$ cat src/rtl/snorm_auto.sv
// Iterative signed auto-normalizer: finds the left shift that removes redundant sign bits,
// one shift per clock, and returns the truncated mantissa f with the shift count e.
module snorm_auto #(
  parameter int A_WIDTH = 32,
  parameter int F_WIDTH = 16,
  parameter int E_WIDTH = 6
) (
  input  logic               clk,
  input  logic               reset,
  input  logic [A_WIDTH-1:0] a,
  input  logic               a_valid,
  output logic               a_ready,
  output logic [F_WIDTH-1:0] f,
  output logic [E_WIDTH-1:0] e,
  output logic               f_valid,
  input  logic               f_ready
);

  generate
    if (F_WIDTH > A_WIDTH) begin : g_bad_fwidth
      $error("snorm_auto: F_WIDTH must not exceed A_WIDTH");
    end
    if ((2 ** E_WIDTH) <= (A_WIDTH - 1)) begin : g_bad_ewidth
      $error("snorm_auto: E_WIDTH too small to hold A_WIDTH-1");
    end
  endgenerate

  typedef enum logic [1:0] {
    IDLE  = 2'd0,
    SHIFT = 2'd1,
    DONE  = 2'd2
  } state_t;

  state_t             state, state_nxt;
  logic [A_WIDTH-1:0] sr;
  logic [E_WIDTH-1:0] cnt;
  logic               norm_done;

  // Normalized once the top two bits differ, or the count cap is hit (a = 0 or -1).
  assign norm_done = (sr[A_WIDTH-1] != sr[A_WIDTH-2]) || (cnt == E_WIDTH'(A_WIDTH - 1));

  assign a_ready = (state == IDLE) && !reset;
  assign f_valid = (state == DONE) && !reset;

  always_comb begin
    // NOTE: default first so every path assigns state_nxt and no latch is inferred.
    state_nxt = state;
    case (state)
      IDLE:    if (a_valid) state_nxt = SHIFT;
      SHIFT:   if (norm_done) state_nxt = DONE;
      DONE:    if (f_ready) state_nxt = IDLE;
      default: state_nxt = IDLE;
    endcase
  end

  // NOTE: sequential state uses non-blocking assignments so all registers update together.
  always_ff @(posedge clk) begin
    if (reset) begin
      state <= IDLE;
      f     <= '0;
      e     <= '0;
    end else begin
      state <= state_nxt;
      if (state == SHIFT && norm_done) begin
        f <= sr[A_WIDTH-1 -: F_WIDTH];
        e <= cnt;
      end
    end
  end

  // NOTE: the working registers carry no reset; they are always loaded in IDLE before use.
  always_ff @(posedge clk) begin
    if (state == IDLE && a_valid) begin
      sr  <= a;
      cnt <= '0;
    end else if (state == SHIFT && !norm_done) begin
      sr  <= sr << 1;
      cnt <= cnt + 1'b1;
    end
  end

endmodule

$ cat config.mk
export PLATFORM = sky130hd
export DESIGN_NAME = snorm_auto
export DESIGN_NICKNAME = d
export VERILOG_FILES = /design/src/rtl/snorm_auto.sv
export SDC_FILE = /design/constraint.sdc
export NUM_CORES = 1
export LEC_CHECK = 0
export CAP_MARGIN = 20
export CORE_MARGIN = 3
export CORE_UTILIZATION = 40
export DETAILED_ROUTE_END_ITERATION = 16
export PLACE_DENSITY_LB_ADDON = 0.15
export SLEW_MARGIN = 10
export SYNTH_ARGS = -nofsm -noshare
export SYNTH_HDL_FRONTEND = slang
export SYNTH_SLANG_ARGS = --single-unit
$ cat constraint.sdc
create_clock -name clk -period 2.1 [get_ports clk]
set_input_delay 0.525 -clock clk [delete_from_list [all_inputs] [get_ports clk]]
set_output_delay 0.525 -clock clk [all_outputs]
set_load 0.005 [all_outputs]
==> flow_metrics.tcl <==
set metrics [dict create \
    p_leak_uw 0.00145 \
    register_area_um2 1560 \
    nets 382 \
    netlist_area_um2 2830 \
    overflow 0 \
    vias_per_cell 4.58 \
    grt_max_degree 45 \
    rrSetupSlack_ns 0.29 \
    grt_pass1_vias 1949 \
    num_vias 2044 \
    min_to "e[5]" \
    grt_usage_pct 14.2 \
    worstHoldPathCells 2 \
    gp_congestion 0.779 \
    path_max_fanout 3 \
    crit_path_end_kind "primary output" \
    area_growth_pct 31.4 \
    drive_gt1_share_pct 9.43 \
    critical-path-max-stage-delay_ns 0.53 \
    fp.dieW_um 90.1 \
    grt_pass1_wl_um 9100 \
    syn_inst 282 \
    start_util_pct 41.4 \
    yosysSeqAreaShare_pct 55.2 \
    ios 60 \
    ctsHoldBuffers 0 \
    drt_wl_total_um 5390 \
    placementRows 30 \
    status "finished clean" \
    arrival_ns 1.50 \
    clkTransAtPathRegs_ns 0.07 \
    clk_latency_ns 0.34 \
    fill_cells 659 \
    fmax_mhz 495 \
    first_pass_iters 4 \
    cts_setup_buffers 0 \
    hold_start "e[5]" \
    core_area_um2 6830 \
    hpwl_um 3560 \
    drt_drc_violations_left 0 \
    crit_path_start_kind "primary input" \
    fin_crit_ns 2.02 \
    path_buf_inv 2 \
    antenna_left 0 \
    diodes 0 \
    multiInputGateArea_um2 1170 \
    maxCapViolCount 0 \
    cts_htree_levels 3 \
    power_density_nw_per_um2 913 \
    cts_tree "yes" \
    critPathKind "in -> out" \
    dieArea_um2 8120 \
    wire_per_inst_um 12.1 \
    max-slew-margin-rel_pct 72.0 \
    ys_types 35 \
    die_h_um 90.1 \
    reg2reg_depth 5 \
    hp-class "reg -> reg" \
    rsz0062_at_grt "false" \
    post-route-period-util_pct 96.3 \
    clock_skew_ns 0.00545 \
    clockRootBuffer "clkbuf_8" \
    finalHoldViolCount 0 \
    first_iter_violations 97 \
    clock_sinks 62 \
    r2r-start "cnt[1]" \
    ys_ff_latch 62 \
    synth_nets 319 \
    portBuffers 59 \
    worst_pin_slew_ns 0.419 \
    setup_viol 0 \
    reg2reg_to "sr[29]" \
    cts-buffers-inserted 9 \
    crit_path_top_delay_cell "clkdlybuf4s50_1" \
    maxSlewViolCount 0 \
    ir_drop_mv 0.402 \
    antenna_found_initial 0 \
    critPathTopFamily "buffers and inverters" \
    crit_chain "dlygate4sd2_1, nor3_1, clkdlybuf4s50_1" \
    clk_path_buf_depth 2 \
    finalSetupTns_ns 0 \
    synth_area_per_cell_um2 10.0 \
    required_ns 1.57 \
    yosysWarnings 0 \
    power_uw 3390 \
]
==> how the worst max path moves through the flow <==
stage,depth (start not counted),endpoint,start,slack (ns)
after global routing,3,a_ready,reset,0.06
after global placement,3,f_valid,reset,-0.21
after floorplan,4,sr[0],cnt[0],0.1
after detailed placement,3,f_valid,reset,-0.24
final,3,a_ready,reset,0.08
after CTS,3,f_valid,reset,0.04
==> placed cells by master (no fill, tap or decap), drive strengths merged, types with 2 or more instances in the layout <==
cell / n
nand2: 101
clkdlybuf4s50: 57
nand2b: 40
edfxtp: 32
dfxtp: 30
mux2i: 23
clkbuf: 10
buf: 8
nor2: 6
clkinv: 4
nand3: 3
nor3: 3
o21ai: 3
and2: 2
o31ai: 2
a21o: 2
a31oi: 2
nor3b: 2
or2: 2
nor2b: 2
==> cell type report <==
class | count | area share, %
multi-input combinational | 205 | 31.5
timing repair buffer | 67 | 17.9
clock inverter | 6 | 1.65
sequential | 62 | 42.0
tap | 96 | 3.23
clock buffer | 10 | 3.70
==> synth_stat cells (all sizes together) <==
library cell  count  area, um^2
and4b             1        13.8
dfxtp            30         601
nor3b             2        15.0
o21a              1        15.0
xnor2             1        8.76
buf               4        58.8
o21ai             3        15.0
nor4              1        6.26
and2              2        12.5
a21oi             1        5.00
xor2              1        16.3
nand4             1        6.26
o21ba             1        10.0
nand2b           40         250
nand4b            1        8.76
ha                1        12.5
o31ai             2        15.0
a21o              2        15.0
or2               2        12.5
nor2b             2        20.0
nor2              6        22.5
nand3             3        15.0
nor3              3        20.0
clkbuf           11        41.3
edfxtp           32         961
a31oi             2        12.5
nand2           101         379
a211oi            1        20.0
a41o              1        10.0
mux2i            23         230
==> power breakdown <==
part           total (uW)  internal [uW]  switching [uW]
clock network        1050            576             470
registers            1650           1540             104
logic                 701            349             352
==> per-layer routing <==
layer  up-vias  routed length [um]  GRT usage (%)
met5         -                   0              0
met1       928                2430           17.5
met3         9                 343           4.10
met2        53                2500           22.2
met4         0                 112           8.16
li1       1054                   -              -
==> tightest hold or removal path, delay by kind of cell (launching register included) <==
kind | cells | cell delay, ns
flip-flops | 1 | 0.31
AND/OR/NAND/NOR | 1 | 0.06
AO/OA/AOI/OAI | 1 | 0.05
==> stage by stage <==
| stage | area, um^2 | setup slack (ns) | utilization (%) | cells | hold slack (ns) |
|---|---|---|---|---|---|
| finish | 3720 | 0.0786 | 54.4 | 446 | 0.466 |
| global route | 3720 | 0.0591 | 54.4 | 446 | 0.493 |
| CTS | 3710 | 0.0363 | 54.4 | 446 | 0.468 |
| detailed placement | 3510 | -0.240 | 51.4 | 430 | 0.456 |
| global placement | 3510 | -0.206 | 51.4 | 430 | 0.457 |
| floorplan | 2830 | 0.0999 | - | 282 | 0.459 |
==> sequential cells by signal (all words and copies together) (netlist names) <==
name	count
state	2
e	6
f	16
cnt	6
sr	32
==> logic make-up after synthesis <==
group,Yosys count,synth area share [%]
simple gates,165,27.6
flops,62,55.2
mux,23,8.14
buf+inv,15,3.54
compound gates,14,4.16
xor+xnor,2,0.885
fa+ha+maj,1,0.442
==> repair_timing <==
item | CTS | global route
setup endpoints to repair | 2 | 1
pin swaps | 0 | 1
cloned | 0 | 0
resized for setup | 2 | 1
(Power assumes the default switching activity.)
